`config.mk`:
```
export PLATFORM = sky130hd
export DESIGN_NAME = game_flow_controller
export DESIGN_NICKNAME = d
export VERILOG_FILES = /design/src/rtl/game_flow_controller.sv
export SDC_FILE = /design/constraint.sdc
export NUM_CORES = 1
export LEC_CHECK = 0
export CORE_MARGIN = 2
export CORE_UTILIZATION = 40
export DETAILED_ROUTE_END_ITERATION = 10
export DONT_BUFFER_PORTS = 1
export PLACE_DENSITY_LB_ADDON = 0.1
export SYNTH_ARGS = -nofsm -noshare
export SYNTH_HDL_FRONTEND = slang
export SYNTH_SLANG_ARGS = --single-unit
export TNS_END_PERCENT = 50
```
`constraint.sdc`:
```
create_clock -name clk -period 2.95 [get_ports clk]
set_input_delay 0.295 -clock clk [delete_from_list [all_inputs] [get_ports clk]]
set_output_delay 0.295 -clock clk [all_outputs]
set_load 0.05 [all_outputs]
```
`src/rtl/game_flow_controller.sv`:
```
// Game flow sequencer with built-in frame-tick timing and collision detection.
module game_flow_controller #(
  parameter int NUM_LEVELS     = 3,
  parameter int NUM_LIVES      = 3,
  parameter int OPEN_FRAMES    = 150,
  parameter int HOLDOFF_FRAMES = 5,
  parameter int LOST_FRAMES    = 60,
  parameter int LEVEL_FRAMES   = 40,
  parameter int WIN_FRAMES     = 40,
  parameter int LEVEL_W        = (NUM_LEVELS > 1) ? $clog2(NUM_LEVELS) : 1,
  parameter int LIVES_W        = $clog2(NUM_LIVES + 1)
) (
  input  logic               clk,
  input  logic               reset,
  input  logic               startOfFrame,
  input  logic               startGame,
  input  logic               restartGame,
  input  logic               ballDrawReq,
  input  logic               batDrawReq,
  input  logic               brickDrawReq,
  input  logic               ballHitGround,
  input  logic               noBricksLeft,
  input  logic               cheat,
  input  logic [10:0]        pixelX,
  input  logic [10:0]        pixelY,
  output logic               changeCourse,
  output logic               hit,
  output logic [10:0]        hit_pixelX,
  output logic [10:0]        hit_pixelY,
  output logic               ena_move,
  output logic               new_level,
  output logic [LEVEL_W-1:0] level,
  output logic [LIVES_W-1:0] lives,
  output logic               opening_screen,
  output logic               ready_screen,
  output logic               lost_screen,
  output logic               level_screen,
  output logic               win_screen,
  output logic               over_screen,
  output logic               background_only
);

  localparam int CNT_W = 16;

  typedef enum logic [3:0] {
    S_OPENING,
    S_READY,
    S_PLAY,
    S_HIT_BAT,
    S_HIT_BRICK,
    S_HOLDOFF,
    S_LIFE_LOST,
    S_LEVEL_DONE,
    S_GAME_WON,
    S_GAME_OVER
  } state_t;

  state_t             state_q, state_d;
  logic [LEVEL_W-1:0] level_q, level_d;
  logic [LIVES_W-1:0] lives_q, lives_d;
  logic [10:0]        hit_x_q, hit_x_d;
  logic [10:0]        hit_y_q, hit_y_d;
  logic [CNT_W-1:0]   frame_cnt_q, frame_cnt_d;
  logic               new_level_q, new_level_d;
  logic               clear_cnt;

  // True on the clock of the frames-th startOfFrame since the state was entered.
  function automatic logic frames_done(input logic [CNT_W-1:0] cnt, input int frames);
    return startOfFrame && (cnt == CNT_W'(frames - 1));
  endfunction

  function automatic logic [LIVES_W-1:0] lose_life(input logic [LIVES_W-1:0] l);
    return (l != '0) ? l - LIVES_W'(1) : l;
  endfunction

  always_ff @(posedge clk) begin
    if (reset) begin
      state_q     <= S_OPENING;
      level_q     <= '0;
      lives_q     <= LIVES_W'(NUM_LIVES);
      hit_x_q     <= '0;
      hit_y_q     <= '0;
      frame_cnt_q <= '0;
      new_level_q <= 1'b0;
    end else begin
      state_q     <= state_d;
      level_q     <= level_d;
      lives_q     <= lives_d;
      hit_x_q     <= hit_x_d;
      hit_y_q     <= hit_y_d;
      frame_cnt_q <= frame_cnt_d;
      new_level_q <= new_level_d;
    end
  end

  always_comb begin
    state_d     = state_q;
    level_d     = level_q;
    lives_d     = lives_q;
    hit_x_d     = hit_x_q;
    hit_y_d     = hit_y_q;
    new_level_d = 1'b0;
    clear_cnt   = 1'b0;

    unique case (state_q)
      S_OPENING: begin
        if (frames_done(frame_cnt_q, OPEN_FRAMES)) begin
          state_d     = S_READY;
          new_level_d = 1'b1;
        end
      end
      S_READY: begin
        if (startGame) state_d = S_PLAY;
      end
      S_PLAY: begin
        if (ballDrawReq && batDrawReq) begin
          state_d = S_HIT_BAT;
          hit_x_d = pixelX;
          hit_y_d = pixelY;
        end else if (ballDrawReq && brickDrawReq) begin
          state_d = S_HIT_BRICK;
          hit_x_d = pixelX;
          hit_y_d = pixelY;
        end else if (ballHitGround) begin
          state_d = S_LIFE_LOST;
          lives_d = lose_life(lives_q);
        end else if (noBricksLeft || cheat) begin
          state_d = S_LEVEL_DONE;
        end
      end
      S_HIT_BAT, S_HIT_BRICK: begin
        state_d = S_HOLDOFF;
      end
      S_HOLDOFF: begin
        if (ballHitGround) begin
          state_d = S_LIFE_LOST;
          lives_d = lose_life(lives_q);
        end else if (frames_done(frame_cnt_q, HOLDOFF_FRAMES)) begin
          state_d = S_PLAY;
        end
      end
      S_LIFE_LOST: begin
        if (lives_q == '0) begin
          state_d = S_GAME_OVER;
        end else if (frames_done(frame_cnt_q, LOST_FRAMES)) begin
          state_d     = S_READY;
          new_level_d = 1'b1;
        end
      end
      S_LEVEL_DONE: begin
        if (frames_done(frame_cnt_q, LEVEL_FRAMES)) begin
          if (level_q == LEVEL_W'(NUM_LEVELS - 1)) begin
            state_d = S_GAME_WON;
          end else begin
            state_d     = S_READY;
            level_d     = level_q + LEVEL_W'(1);
            new_level_d = 1'b1;
          end
        end
      end
      S_GAME_WON: begin
        if (frames_done(frame_cnt_q, WIN_FRAMES)) begin
          state_d     = S_READY;
          level_d     = '0;
          lives_d     = LIVES_W'(NUM_LIVES);
          new_level_d = 1'b1;
        end
      end
      S_GAME_OVER: begin
        state_d = S_GAME_OVER;
      end
      default: state_d = S_OPENING;
    endcase

    // Restart overrides everything above, including a READY->READY case that must still clear the counter.
    if (restartGame) begin
      state_d     = S_READY;
      level_d     = '0;
      lives_d     = LIVES_W'(NUM_LIVES);
      hit_x_d     = '0;
      hit_y_d     = '0;
      new_level_d = 1'b1;
      clear_cnt   = 1'b1;
    end

    if (clear_cnt || (state_d != state_q)) begin
      frame_cnt_d = '0;
    end else if (startOfFrame) begin
      frame_cnt_d = frame_cnt_q + CNT_W'(1);
    end else begin
      frame_cnt_d = frame_cnt_q;
    end
  end

  always_comb begin
    changeCourse    = 1'b0;
    hit             = 1'b0;
    ena_move        = 1'b0;
    opening_screen  = 1'b0;
    ready_screen    = 1'b0;
    lost_screen     = 1'b0;
    level_screen    = 1'b0;
    win_screen      = 1'b0;
    over_screen     = 1'b0;
    background_only = 1'b0;
    unique case (state_q)
      S_OPENING:    begin opening_screen = 1'b1; background_only = 1'b1; end
      S_READY:      ready_screen = 1'b1;
      S_PLAY:       ena_move = 1'b1;
      S_HIT_BAT:    begin ena_move = 1'b1; changeCourse = 1'b1; end
      S_HIT_BRICK:  begin ena_move = 1'b1; changeCourse = 1'b1; hit = 1'b1; end
      S_HOLDOFF:    ena_move = 1'b1;
      S_LIFE_LOST:  begin lost_screen  = 1'b1; background_only = 1'b1; end
      S_LEVEL_DONE: begin level_screen = 1'b1; background_only = 1'b1; end
      S_GAME_WON:   begin win_screen   = 1'b1; background_only = 1'b1; end
      S_GAME_OVER:  begin over_screen  = 1'b1; background_only = 1'b1; end
      default:      begin opening_screen = 1'b1; background_only = 1'b1; end
    endcase
  end

  assign hit_pixelX = hit_x_q;
  assign hit_pixelY = hit_y_q;
  assign new_level  = new_level_q;
  assign level      = level_q;
  assign lives      = lives_q;

endmodule

```
Word-level counts from Yosys, hierarchy flattened
Index checks and enable logic that the tools add are counted.
{"block": "classes", "mux": 48, "n_addsub": 3, "n_reduce_logical": 23, "n_eq_ne": 20}
{"op": "$mux W4", "n": 14}
{"op": "$mux W11", "n": 4}
{"op": "$pmux W4 S9", "n": 1}
{"op": "$eq A16 B6 Y1 const B", "n": 2}
{"op": "$mux W1", "n": 18}
{"op": "$add A16 B1 Y16 const B", "n": 1}
{"op": "$eq A16 B3 Y1 const B", "n": 1}
{"op": "$eq A16 B8 Y1 const B", "n": 1}
{"op": "$eq A4 B3 Y1 const B", "n": 4}
{"op": "$mux W2", "n": 8}
{"op": "$ne A2 B2 Y1 const B", "n": 5}
{"op": "$reduce_or A9 Y1", "n": 1}
{"op": "$eq A4 B2 Y1 const B", "n": 2}
{"op": "$eq A4 B4 Y1 const B", "n": 2}
{"op": "$reduce_and A4 Y1", "n": 2}
{"op": "$logic_and A1 B1 Y1", "n": 6}
{"op": "$pmux W2 S3", "n": 1}
{"op": "$reduce_bool A2 Y1", "n": 3}
{"op": "$reduce_or A2 Y1", "n": 3}
{"op": "$reduce_or A5 Y1", "n": 1}
{"op": "$eq A4 B1 Y1 const B", "n": 1}
{"op": "$logic_not A4 Y1", "n": 1}
{"op": "$ne A4 B4 Y1", "n": 1}
{"op": "$pmux W1 S4", "n": 1}
{"op": "9 further kinds", "n": 10}
{"block": "word_totals", "input_bits": 33, "word_cells": 101, "regBits": 47}

Depth between registers and ports, before layout
Gate-level depths: netlist (run 1).
{"block": "logic_depth", "ltp_word": 10, "ltp_mapped": 10}

Least setup slack after synthesis (run 1)
Ideal clock, no wire load.
{"block": "synth_path", "kind": "reg2reg", "start": "register state_q[1]", "end": "register frame_cnt_q[10]", "synth_period_minus_slack_ns": 2.563, "stages_incl_launch_ff": 10, "arrival_time_ns": 2.443, "path_slack_ns": 0.387, "n_path_buf": 2, "path_cell_list": "dfxtp_1 -> buf_2 -> or3b_2 -> a21oi_1 -> a31oi_1 -> nand3_1 -> o21ai_1 -> nand3_1 -> buf_2 -> nor3_1"}
{"block": "synth_via", "elab_chain_len": 9, "elab_cells_between_ends": 28, "cone_classes": "eq/ne: 10; mux: 14; reduce/logical: 4"}
{"item": "start: declaration", "line": "58", "source": "state_t state_q, state_d;"}
{"item": "start signal: assignment", "line": "86", "source": "state_q <= state_d;"}
{"item": "$mux W4", "line": "127", "source": "end else if (noBricksLeft || cheat) begin"}
{"item": "$mux W4", "line": "124", "source": "end else if (ballHitGround) begin"}
{"item": "$mux W4", "line": "120", "source": "end else if (ballDrawReq && brickDrawReq) begin"}
{"item": "$mux W4", "line": "116", "source": "if (ballDrawReq && batDrawReq) begin"}
{"item": "$pmux W4 S9", "line": "105", "source": "unique case (state_q)"}
{"item": "$mux W4", "line": "176", "source": "if (restartGame) begin"}
{"item": "$ne A4 B4 Y1 *", "line": "186", "source": "if (clear_cnt || (state_d != state_q)) begin"}
{"item": "$logic_or A1 B1 Y1 *", "line": "186"}
{"item": "$reduce_or A2 Y1 (no line) *"}
{"item": "end signal: assignment", "line": "91", "source": "frame_cnt_q <= frame_cnt_d;"}
{"item": "end: declaration", "line": "63", "source": "logic [CNT_W-1:0] frame_cnt_q, frame_cnt_d;"}
Mark *: on every way between the ends. The rest lies on a longest branch, timed or not.
A chain may end at the register's enable or synchronous reset.

Worst setup path after layout (run 1)
{"block": "layout_path", "start": "register frame_cnt_q[0]", "end": "register frame_cnt_q[11]"}
{"block": "layout_via", "elab_chain_len": 9, "elab_cells_between_ends": 21, "cone_classes": "add/sub: 1; eq/ne: 5; mux: 9; reduce/logical: 6"}
{"item": "$eq A16 B6 Y1 / $eq A16 B3 Y1 (equally long branches)", "line": "69", "source": "return startOfFrame && (cnt == CNT_W'(frames - 1));"}
{"item": "$logic_and A1 B1 Y1", "line": "69"}
{"item": "$mux W4 (on tied branches)", "line": "145, 138"}
{"item": "$mux W4 (on tied branches)", "line": "143, 135"}
{"item": "$pmux W4 S9", "line": "105"}
{"item": "$mux W4", "line": "176"}
{"item": "$ne A4 B4 Y1", "line": "186"}
{"item": "$logic_or A1 B1 Y1", "line": "186"}
{"item": "$reduce_or A2 Y1 (no line)"}
Parallel ways exist; a longest one is shown, timed or not.

==> impl_metrics.tcl, run 1 <==
set metrics [dict create \
    status "completed" \
    cts.clk_slew.worst_paths_ns 0.10 \
    routabilityCongestion 0.8587 \
    fin_crit_ns 2.483 \
    hold_path_class "in2reg" \
    drc 0 \
    max_freq_ghz 0.4027 \
    cts_tree "yes" \
    cp-startpoint "frame_cnt_q[0]" \
    routedWlPerCell_um 14.94 \
    crit_required_ns 3.12 \
    layout_commonest_cell "nand2_1" \
    worst_slew_pin_slew_ns 0.9488 \
    power_switching_mw 0.3133 \
    synth_edf_count 0 \
    cts_setup_buffers 0 \
    clock-sinks 47 \
    seq_area_frac_synth_pct 38.39 \
    ys_async_sr_fraction_pct 0 \
    drv_cap 0 \
    p_seq_share_pct 52.8 \
    endpoint_kind "register" \
    fin_skew_ns 0.01255 \
    leakagePower_nw 0.9266 \
    antenna_cells 0 \
    cts_hold_buf 0 \
    cp_cell_sequence "ha_1 -> nand3_1 -> or3_1 -> or2_1 -> nand2b_4 -> and4_4 -> mux2i_4 -> nor3_1" \
    rsz0062_at_grt "no" \
    fin_crit_sh_pct 84.18 \
    die_w_um 82.28 \
    grt_pass1_wl_mm 8.970 \
    worstSetupPathType "reg2reg" \
    placedCellCount 390 \
    antenna_found_initial 0 \
    synth_nets 356 \
    layout_common_cells "nand2_1, dfxtp_1, a21oi_1" \
    final_core_util_pct 45.41 \
    cts.path.max_buffers 2 \
    io_buffers 0 \
    core_um2 5921 \
    peakVddDrop_mv 0.2427 \
    io_pins 70 \
    ys_warn_count 0 \
    fin_cells 398 \
    initial_core_util_pct 41.40 \
    layout_setup_ws_ns 0.4666 \
    regToRegStartpoint "frame_cnt_q[0]" \
    fill_cells 635 \
    grt_usage_pct 17.05 \
    cp_slowest_stage_delay_ns 0.44 \
    p_int_mw 0.9213 \
    min-delay-start "reset" \
    cp_data_arrival_time_ns 2.65 \
    clockRootBuffer "clkbuf_8" \
    syn_to_final_growth_pct 9.699 \
    maxSlewHeadroom_pct 36.37 \
    die_h_um 82.28 \
    syn-cell-area_um2 2451 \
    clockPowerShare_pct 40.4 \
    hpwlAfterDp_mm 4.255 \
    cp-start-kind "register" \
    whs_ns 0.04976 \
    cts_resized 0 \
    powerDensity_nw_per_um2 459.2 \
    cts-htree-levels 2 \
    setup_viol 0 \
    drt_iter0_drc 128 \
    viasPerCell 5.545 \
    finalNetCount 360 \
    rows 28 \
    synthDistinctLibCells 50 \
    slew_viol_final 0 \
    slowest_stage "mux2i_4" \
    cts_buffers 5 \
    final.setup.tns_ns 0 \
    drive_gt1_share_pct 10.22 \
    drt_pre_antenna_iters 4 \
    combPwrFrac_pct 6.8 \
    ys_seq_elements 47 \
    clock_latency_ns 0.31 \
    final_antenna_net_count 0 \
    dp_slack_ns 0.5089 \
    synthCells 318 \
    finalHoldViolCount 0 \
    grt_pass1_vias 1858 \
    via_count 2207 \
    finalWirelength_mm 5.947 \
    syn_avg_cell_area_um2 7.708 \
    synth_ff_type "dfxtp_1" \
    switching_share_pct 25.38 \
    grt_start_max_net_pins 25 \
    die_area_um2 6770 \
    grt-ovfl-total 0 \
    cp_max_fo 16 \
]
path summary, 6_finish.rpt:
path	end	slack (ns)	cells after the start
setup / recovery	frame_cnt_q[11]	0.47	8
hold / removal	new_level	0.05	1
setup reg to reg	frame_cnt_q[11]	0.47	8
hold reg to reg	frame_cnt_q[1]	0.57	2
metrics by stage:
stage / instance area (µm²) / power, mW
2_1_floorplan: 2451 / 0.7386
3_3_place_gp: 2572 / 0.7507
3_5_place_dp: 2572 / 0.7506
4_1_cts: 2689 / 1.253
5_1_grt: 2689 / 1.281
6_report: 2689 / 1.235
cells by family after synthesis:
family / Yosys count / synth area share (%)
simple gates: 157 / 31.85
compound gates: 63 / 15.11
flops: 47 / 38.39
buf+inv: 28 / 5.054
xor+xnor: 16 / 5.717
fa+ha+maj: 5 / 2.552
mux: 2 / 1.327
synth_stat cells, types with 3 or more instances:
cell / number / area share [%]
nor2_1: 14 / 2.1
a31oi_1: 4 / 1.0
a21oi_1: 34 / 6.9
o21ai_0: 11 / 2.2
nor4_1: 6 / 1.5
nand3_1: 13 / 2.7
or3_1: 3 / 0.77
nand2b_1: 5 / 1.3
dfxtp_1: 47 / 38
nor3_1: 27 / 5.5
xor2_1: 10 / 3.6
ha_1: 5 / 2.6
clkbuf_1: 6 / 0.92
buf_2: 6 / 1.2
and3_1: 5 / 1.3
inv_1: 11 / 1.7
nor2b_1: 5 / 1.3
nand4_1: 4 / 1.0
nand2_1: 60 / 9.2
buf_1: 3 / 0.46
xnor2_1: 6 / 2.1
final cells by class:
cell class | instances | area [µm²] | area share, %
clock inverters | 3 | 47.55 | 1.768
multi-input cells | 243 | 1391 | 51.74
inverters | 11 | 41.29 | 1.536
well taps | 75 | 93.84 | 3.490
clock buffers | 5 | 68.82 | 2.559
flip-flops and latches | 47 | 940.9 | 34.99
repair buffers | 14 | 105.1 | 3.909
critical path, delay by kind of cell (launching register included):
| family | cells | cell delay (ns) |
|---|---|---|
| adder cells (fa/ha/maj) | 1 | 0.21 |
| flip-flops | 1 | 0.42 |
| multiplexers | 1 | 0.44 |
| AND/OR/NAND/NOR | 6 | 1.28 |
power groups by stage:
stage | Combinational (mW) | Sequential, mW | Clock (mW)
3_3_place_gp | 0.0840 | 0.667 | 0
2_1_floorplan | 0.0784 | 0.660 | 0
6_report | 0.0835 | 0.652 | 0.499
5_1_grt | 0.0909 | 0.653 | 0.536
3_5_place_dp | 0.0838 | 0.667 | 0
4_1_cts | 0.0842 | 0.652 | 0.517
state kept, by name, summed over array words and instances, names as in the netlist:
register and count:
level 2, lives 2, hit_pixelX 11, state_q 4
hit_pixelY 11, frame_cnt_q 16, new_level 1
per-layer routing:
| layer | up-vias | GRT usage (%) | share of wire (%) |
|---|---|---|---|
| met5 | - | 0 | 0 |
| met4 | 0 | 5.333 | 1.1 |
| met3 | 9 | 4.674 | 8.1 |
| met2 | 75 | 26.21 | 46 |
| met1 | 1012 | 23.13 | 45 |
| li1 | 1111 | - | - |
(Power assumes the default switching activity.)
==> run 2, diff against run 1 <==
==> constraint.sdc (replaced) <==
create_clock -name clk -period 2.5 [get_ports clk]
set_input_delay 0.25 -clock clk [delete_from_list [all_inputs] [get_ports clk]]
set_output_delay 0.25 -clock clk [all_outputs]
set_load 0.05 [all_outputs]
==> impl_metrics.tcl, run 2 (same netlist as run 1, synthesis figures left out) <==
set metrics [dict create \
    status "completed" \
    drc 0 \
    layout_common_cells "nand2_1, dfxtp_1, a21oi_1" \
    rsz0062_at_grt "no" \
    top_register "frame_cnt_q" \
    final_antenna_net_count 0 \
    clockRootBuffer "clkbuf_8" \
    final_core_util_pct 46.94 \
    cts.clk_slew.worst_paths_ns 0.09 \
    routedWlPerCell_um 14.96 \
    grt_pass1_wl_mm 9.080 \
    grt-ovfl-total 0 \
    final.setup.tns_ns 0 \
    grt_pass1_vias 1900 \
    die_h_um 82.28 \
    initial_core_util_pct 41.40 \
    hold_path_class "in2reg" \
    finalWirelength_mm 6.105 \
    fin_cells 408 \
    worst_slew_pin_slew_ns 0.5223 \
    antenna_found_initial 0 \
    regToRegStartpoint "frame_cnt_q[1]" \
    clock_latency_ns 0.30 \
    p_total_mw 1.462 \
    holdPathEnd "new_level" \
    grt_usage_pct 17.17 \
    endpoint_kind "register" \
    io_buffers 0 \
    peakVddDrop_mv 0.4215 \
    leakagePower_nw 0.9794 \
    drt_iter0_drc 99 \
    cts.path.max_buffers 2 \
    rr_endpoint "frame_cnt_q[8]" \
    min-delay-start "reset" \
    fin_crit_sh_pct 93.53 \
    power_switching_mw 0.3668 \
    cp_max_fo 16 \
    finalNetCount 370 \
    antenna_cells 0 \
    placedCellCount 399 \
    cts_buffers 5 \
    powerDensity_nw_per_um2 526.1 \
    worstRegToRegCells 9 \
    layout_setup_ws_ns 0.1618 \
    grt_start_max_net_pins 25 \
    io_pins 70 \
    setup_viol 0 \
    clock-sinks 47 \
    p_int_mw 1.095 \
    crit_required_ns 2.72 \
    cp_data_arrival_time_ns 2.56 \
    maxSlewHeadroom_pct 65.13 \
    die_w_um 82.28 \
    final_area_um2 2779 \
    die_area_um2 6770 \
    layout_commonest_cell "nand2_1" \
    regToRegSetupSlack_ns 0.16 \
    slew_viol_final 0 \
    rows 28 \
    core_um2 5921 \
    worstSetupPathType "reg2reg" \
    combPwrFrac_pct 7.8 \
    finalHoldViolCount 0 \
    dp_slack_ns 0.1605 \
    drive_gt1_share_pct 13.51 \
    whs_ns 0.02886 \
    max_freq_ghz 0.4277 \
    switching_share_pct 25.09 \
    cts_tree "yes" \
    fin_skew_ns 0.008775 \
    drv_cap 0 \
    cts_setup_buffers 0 \
    fin_crit_ns 2.338 \
    p_seq_share_pct 52.3 \
    place_area_um2 2644 \
    routabilityCongestion 0.8521 \
    cts-htree-levels 2 \
    viasPerCell 5.502 \
    clockPowerShare_pct 39.9 \
    hold_depth 1 \
    cp-start-kind "register" \
    via_count 2245 \
    largest_reg_flops 16 \
    syn_to_final_growth_pct 13.37 \
    drt_pre_antenna_iters 4 \
    hpwlAfterDp_mm 4.486 \
]
## run 2: changes by cell type in the layout (fill, tap and decap cells not counted), sizes merged
| cell | previous run | this run |
|---|---|---|
| buf | 14 | 23 |
| dlygate4sd3 | 0 | 1 |
## run 2: cell type report
| class | instances | area, µm² |
|---|---|---|
| fill | 606 | 3142 |
| inverter | 11 | 41.29 |
| sequential | 47 | 940.9 |
| multi-input combinational | 243 | 1404 |
| timing repair buffer | 24 | 182.7 |
| tap | 75 | 93.84 |
| clock buffer | 5 | 68.82 |
| clock inverter | 3 | 47.55 |
## run 2: worst max-delay path, cell delays in order, from the launching register on
cell      delay (ns)
dfxtp_1         0.38
ha_1            0.20
nand3_1         0.09
or3_1           0.37
or2_4           0.30
nand2b_4        0.17
and4_4          0.19
mux2i_4         0.17
buf_4           0.19
nor3_1          0.20
## run 2: worst max-delay path by stage
stage / start / end / slack, ns / depth (start not counted)
global placement: frame_cnt_q[1] / frame_cnt_q[13] / 0.18 / 9
floorplan: state_q[2] / frame_cnt_q[15] / 0.23 / 10
finish: frame_cnt_q[1] / frame_cnt_q[8] / 0.16 / 9
detailed placement: frame_cnt_q[1] / frame_cnt_q[6] / 0.16 / 9
CTS: frame_cnt_q[1] / frame_cnt_q[6] / 0.14 / 9
global route: frame_cnt_q[1] / frame_cnt_q[10] / 0.009 / 9
## run 2: routing by layer
layer | track usage [%] | routed length [µm] | vias up
met4 | 4.500 | 65 | 0
met2 | 26.37 | 2729 | 96
met1 | 23.44 | 2677 | 1006
met3 | 5.109 | 633 | 8
met5 | 0 | 0 | -
li1 | - | - | 1135
## run 2: repair_timing
action | in CTS | in global routing
resized for setup | 0 | 2
setup endpoints to repair | 0 | 15
hold buffers | 0 | 1
endpoints found under the hold margin | 0 | 1
## run 2: power groups by stage
| stage | logic [mW] | registers [mW] | clock network [mW] |
|---|---|---|---|
| global placement | 0.113 | 0.783 | 0 |
| global route | 0.123 | 0.766 | 0.618 |
| CTS | 0.113 | 0.765 | 0.594 |
| finish | 0.113 | 0.765 | 0.583 |
| floorplan | 0.0926 | 0.779 | 0 |
| detailed placement | 0.112 | 0.783 | 0 |
